==> config.mk <==
export PLATFORM = sky130hd
export DESIGN_NAME = bcd_to_bin
export DESIGN_NICKNAME = d
export VERILOG_FILES = /design/src/rtl/bcd_to_bin.sv
export SDC_FILE = /design/constraint.sdc
export NUM_CORES = 1
export LEC_CHECK = 0
export CAP_MARGIN = 10
export CORE_MARGIN = 2
export CORE_UTILIZATION = 50
export CTS_CLUSTER_DIAMETER = 40
export DETAILED_ROUTE_END_ITERATION = 8
export PLACE_DENSITY = 0.83
export SYNTH_ARGS = -nofsm -noshare
export SYNTH_HDL_FRONTEND = slang
export SYNTH_SLANG_ARGS = --single-unit
==> constraint.sdc <==
create_clock -name clk -period 1.9 [get_ports clk]
set_input_delay 0.38 -clock clk [delete_from_list [all_inputs] [get_ports clk]]
set_output_delay 0.38 -clock clk [all_outputs]
set_load 0.03 [all_outputs]
==> src/rtl/bcd_to_bin.sv <==
// bcd_to_bin: two-digit BCD to 7-bit binary converter.
// The conversion is a reverse double-dabble. The word {b1, b0, bin} is
// shifted right by one bit per clock. After each shift, any BCD digit that
// reads above 7 has 3 subtracted from it. Seven shifts empty the BCD digits
// into bin.
module bcd_to_bin (
  input  logic       clk,
  input  logic       reset,
  input  logic       start,
  input  logic [3:0] bcd1,
  input  logic [3:0] bcd0,
  output logic       ready,
  output logic       done_tick,
  output logic [6:0] bin
);

  typedef enum logic [1:0] {
    IDLE = 2'd0,
    OP   = 2'd1,
    DONE = 2'd2
  } state_t;

  state_t     state, state_nxt;
  logic [3:0] b1, b0, b1_nxt, b0_nxt;
  logic [6:0] bin_nxt;
  logic [2:0] n, n_nxt;
  logic [3:0] t0, t1;

  // The digits as they look after this cycle's right shift, before any
  // correction is applied.
  assign t0 = {b1[0], b0[3:1]};
  assign t1 = {1'b0, b1[3:1]};

  // State and datapath registers. An asynchronous reset abandons any
  // conversion that is in flight.
  always_ff @(posedge clk or negedge reset) begin
    if (!reset) begin
      state <= IDLE;
      b1    <= '0;
      b0    <= '0;
      bin   <= '0;
      n     <= '0;
    end else begin
      state <= state_nxt;
      b1    <= b1_nxt;
      b0    <= b0_nxt;
      bin   <= bin_nxt;
      n     <= n_nxt;
    end
  end

  // Next-state, datapath update and status decode.
  always_comb begin
    state_nxt = state;
    b1_nxt    = b1;
    b0_nxt    = b0;
    bin_nxt   = bin;
    n_nxt     = n;
    ready     = 1'b0;
    done_tick = 1'b0;
    unique case (state)
      IDLE: begin
        ready = 1'b1;
        if (start) begin
          b1_nxt    = bcd1;
          b0_nxt    = bcd0;
          bin_nxt   = '0;
          n_nxt     = 3'd7;
          state_nxt = OP;
        end
      end
      OP: begin
        bin_nxt = {b0[0], bin[6:1]};
        b0_nxt  = (t0 > 4'd7) ? t0 - 4'd3 : t0;
        b1_nxt  = (t1 > 4'd7) ? t1 - 4'd3 : t1;
        n_nxt   = n - 3'd1;
        // n==1 at the start of the cycle means this is the seventh shift.
        if (n == 3'd1) state_nxt = DONE;
      end
      DONE: begin
        done_tick = 1'b1;
        state_nxt = IDLE;
      end
      default: state_nxt = IDLE;
    endcase
  end

endmodule

# Word-level counts from Yosys, hierarchy flattened

Cells that the tools add are included.

Register bits after elaboration: 20
Latch bits: 0
RAM bits: 0
ROM bits: 0
Bits of input ports: 11
Output and inout port bits: 9
Logic and storage cells: 34
Memories kept: 0

Add/subtract/negate cells: 3
$mul: 0
Div/mod/pow operators: 0
Magnitude comparators: 2
Equality and inequality tests: 5
Shift-type cells: 0
Multiplexer cells: 15
Bitwise operators: 0
Reductions and logical operators: 4

Operators with widths:

| cell                                                                  | number |
|---|---|
| 4-bit two-way mux                                                     | 4 |
| 4-bit one-hot mux with 2 select lines                                 | 2 |
| 7-bit one-hot mux with 2 select lines                                 | 1 |
| 7-bit two-way mux                                                     | 1 |
| 3-bit one-hot mux with 2 select lines                                 | 1 |
| 4-bit by 3-bit > comparator with 1-bit output (second input constant) | 1 |
| 2-bit two-way mux                                                     | 2 |
| 2-bit != test (second input constant)                                 | 2 |
| 2-bit one-hot mux with 2 select lines                                 | 1 |
| 2-bit AND reduction                                                   | 2 |
| 3-bit by 2-bit subtractor with 4-bit output (second input constant)   | 1 |
| 4-bit by 2-bit subtractor with 4-bit output (second input constant)   | 1 |
| 3-bit by 1-bit == test with 1-bit output (second input constant)      | 1 |
| 3-bit > comparator (second input constant)                            | 1 |
| 3-bit two-way mux                                                     | 1 |
| 3-bit by 1-bit subtractor with 3-bit output (second input constant)   | 1 |
| 2-bit by 1-bit == test with 1-bit output (second input constant)      | 1 |
| 2-bit == test (second input constant)                                 | 1 |
| 2-bit logical NOT                                                     | 1 |
| 1-bit two-way mux                                                     | 2 |
| 2-bit nonzero test                                                    | 1 |

# Longest topological paths before layout

Depth after elaboration: 3
Depth in mapped cells: 5
Gate-level depth less buffers: 5

# Worst setup path after synthesis

No wires, ideal clock.

Path type: register -> output
Start point: register state[0]
End point: output port done_tick
Data arrival time: 1012 ps
Data required time: 1520 ps
Slack: 508 ps
Stages on the path, launching flop included: 3
Buffers on the path: 1
Path through: dfrtp_1 buf_4 nor2_1

Longest elaborated chain between the ends: 2

Ends and longest elaborated chain:

| item                   | line | RTL |
|---|---|---|
| start, declared        | 23   | `state_t state, state_nxt;` |
| start signal, assigned | 44   | `state <= state_nxt;` |
| 2-bit == test          | 61   | `unique case (state)` |
| 1-bit two-way mux      | 61   |  |
| end, declared          | 13   | `output logic done_tick,` |

No other way between the ends.

# Worst setup path in the final report

Start point: register bin[6]
End point: output port bin[6]

RTL lines:

| item                   | line | RTL |
|---|---|---|
| start, declared        | 14   | `output logic [6:0] bin` |
| start signal, assigned | 47   | `bin <= bin_nxt;` |

No word-level cell between the ends.

==> qor.csv <==
metric;value;unit
outcome;finished clean;
CP peak stage delay;0.68;ns
Total Power;2.01;mW
vias in the first global route;813;
Max transition margin;68.1;%
reg2reg path depth;5;
CTS tree;yes;
worst r2r src;b1[1];
Final WS setup;0.128;ns
#FFs+latches synth;20;
post-CTS setup buffer count;0;
CTS max path bufs;2;
ys async rst share;100;%
grt total ovfl;0;
post-route insts no fill;144;
Global Route Usage Sum;18.0;%
ANT nets after route;0;
Internal Pwr Total;1.24;mW
Top FF cell, synth;dfrtp_1;
internal reg-to-reg setup slack;0.45;ns
DR iter-0 viols;13;
register area share after synthesis;47.2;%
placed cell count;140;
CTS H-tree lvls;1;
Syn Area/Cell;11.2;um2
cells along the critical path;clkdlybuf4s50_1;
ANT cells;0;
commonest non-fill, non-tap cells in the layout;dfrtp_1 (20), clkdlybuf4s50_1 (17), a22o_1 (7);
worst reg2reg endpoint;b1[1];
Setup TNS Final;0;ns
pwr dens;1530;nW/um2
worst min path class;in2async;
Core Region;1980;um2
IO Pins;20;
Buf+Inv Stages, Crit Path;1;
clock transition at the registers of the reported paths;0.12;ns
static leakage;0.591;nW
Gate power share;45.7;%
CP Capture Type;output pin;
unrepaired setup endpoints after global routing;false;
CP required;1.52;ns
Critical Path AT;1.39;ns
pre-CTS setup slack;0.173;ns
mapped cell area;1060;um2
CP max FO;3;
die area;2510;um2
Port Buffers;19;
Worst setup startpoint;bin[6];
number of remaining DRC errors;0;
final hold violations;0;
Post-DP HPWL;1.46;mm
Achievable Freq;564;MHz
DR vias/cell;5.68;
clock root cell;clkbuf_4;
Clock Latency Late Sink;0.30;ns
number of max-cap violations;0;
nets;134;
period utilisation layout;93.3;%
Initial Utilization;53.5;%
commonest non-fill, non-tap cell in the layout;dfrtp_1;
Clock Skews;0.00322;ns
Worst Setup Path Type;reg2out;
syn nets;111;
Synth cell types;32;
Worst path slowest cell;clkdlybuf4s50_1;
largest net degree at the start of global routing;21;
Rows;16;
synth warn;0;
Final Critical Period;1.77;ns
chip width;50.1;um
Num CTS Buffers;3;
CTS Hold Bufs;0;
VDD IR max;0.903;mV
router iterations before antenna repair;4;
Sequential Power Share;36.9;%
Top delay family on crit path;buffers and inverters;
Avg WL per Cell;14.1;um
area grow syn2layout;24.3;%
Final Core Density;66.5;%
Setup crit start kind;flip-flop;
Sw Share;38.5;%
first-pass GRT wire length;3.50;mm
Final Setup Violations;0;
Final Max Tran Viols;0;
cells after synthesis;95;
GP Congestion;0.741;
CTS Sinks;20;
NetSw;0.774;mW
clock network fraction of total power;17.5;%
Die Ht;50.1;um
layout cells sized above 1;13.7;%
Resized cells post-CTS;1;
initial antenna violation count;0;
worst-margin pin slew;0.477;ns
final WL;2.03;mm
DR vias;818;
EDFF count, synth;0;
-- power by group through the flow --
stage	registers, mW	logic [mW]	clock network, mW
2_1_floorplan	0.845	0.563	0
3_3_place_gp	0.740	0.909	0
3_5_place_dp	0.750	0.932	0
4_1_cts	0.741	0.932	0.356
5_1_grt	0.773	0.997	0.372
6_report	0.742	0.919	0.351
-- metrics by stage --
step	hold slack, ns	cell area (um2)
after global placement	0.488	1270
after floorplan	0.0844	1060
after CTS	0.398	1320
after detailed placement	0.493	1270
final	0.393	1320
after global routing	0.425	1320
-- logic make-up after synthesis --
| family | share of synthesized area, % |
|---|---|
| AO/OA/AOI/OAI | 24.1 |
| XOR/XNOR | 1.65 |
| adder cells (fa/ha/maj) | 5.90 |
| buffers and inverters | 6.01 |
| flip-flops | 47.2 |
| multiplexers | 0.943 |
| AND/OR/NAND/NOR | 14.3 |
-- cell usage after synthesis, types with 2 or more instances --
cell | count | area (um2)
nor2_1 | 3 | 11.3
a22oi_1 | 2 | 15.0
nand3b_1 | 2 | 15.0
a32oi_1 | 3 | 26.3
o22ai_1 | 3 | 18.8
nand2_1 | 3 | 11.3
o21ai_1 | 6 | 30.0
nor2b_1 | 4 | 25.0
buf_6 | 2 | 22.5
nand2b_1 | 2 | 12.5
a21oi_1 | 4 | 20.0
nor2b_4 | 2 | 27.5
dfrtp_1 | 20 | 500
and2b_1 | 2 | 15.0
ha_1 | 5 | 62.6
a31oi_1 | 5 | 31.3
a22o_1 | 7 | 61.3
inv_1 | 4 | 15.0
buf_4 | 3 | 22.5
-- registers in the layout, indices dropped and copies added, names as in the netlist --
signal and cells:
bin 7, b0 4, b1 4, n 3, state 2
-- area by class of cell --
type / count / area, um2
fillers: 157 / 663
clock inverters: 1 / 30.0
repair buffers: 23 / 216
multi-input cells: 65 / 497
clock buffers: 3 / 22.5
well taps: 27 / 33.8
inverters: 5 / 18.8
flip-flops and latches: 20 / 500
-- metal layers --
metal | wire length [um] | share of wire, % | track usage [%]
met4 | 36 | 1.8 | 6.94
met2 | 992 | 49 | 30.5
met1 | 938 | 46 | 22.7
met5 | 0 | 0 | 0
met3 | 61 | 3.0 | 3.03
-- how the worst max path moves through the flow --
stage	end	slack (ns)	depth (start not counted)
after detailed placement	b1[1]	0.17	4
after floorplan	done_tick	0.51	2
after global placement	b1[1]	0.22	4
final	bin[6]	0.13	1
after global routing	bin[6]	0.06	1
after CTS	bin[4]	0.13	1
No activity file was read; power rests on OpenSTA's default activity.
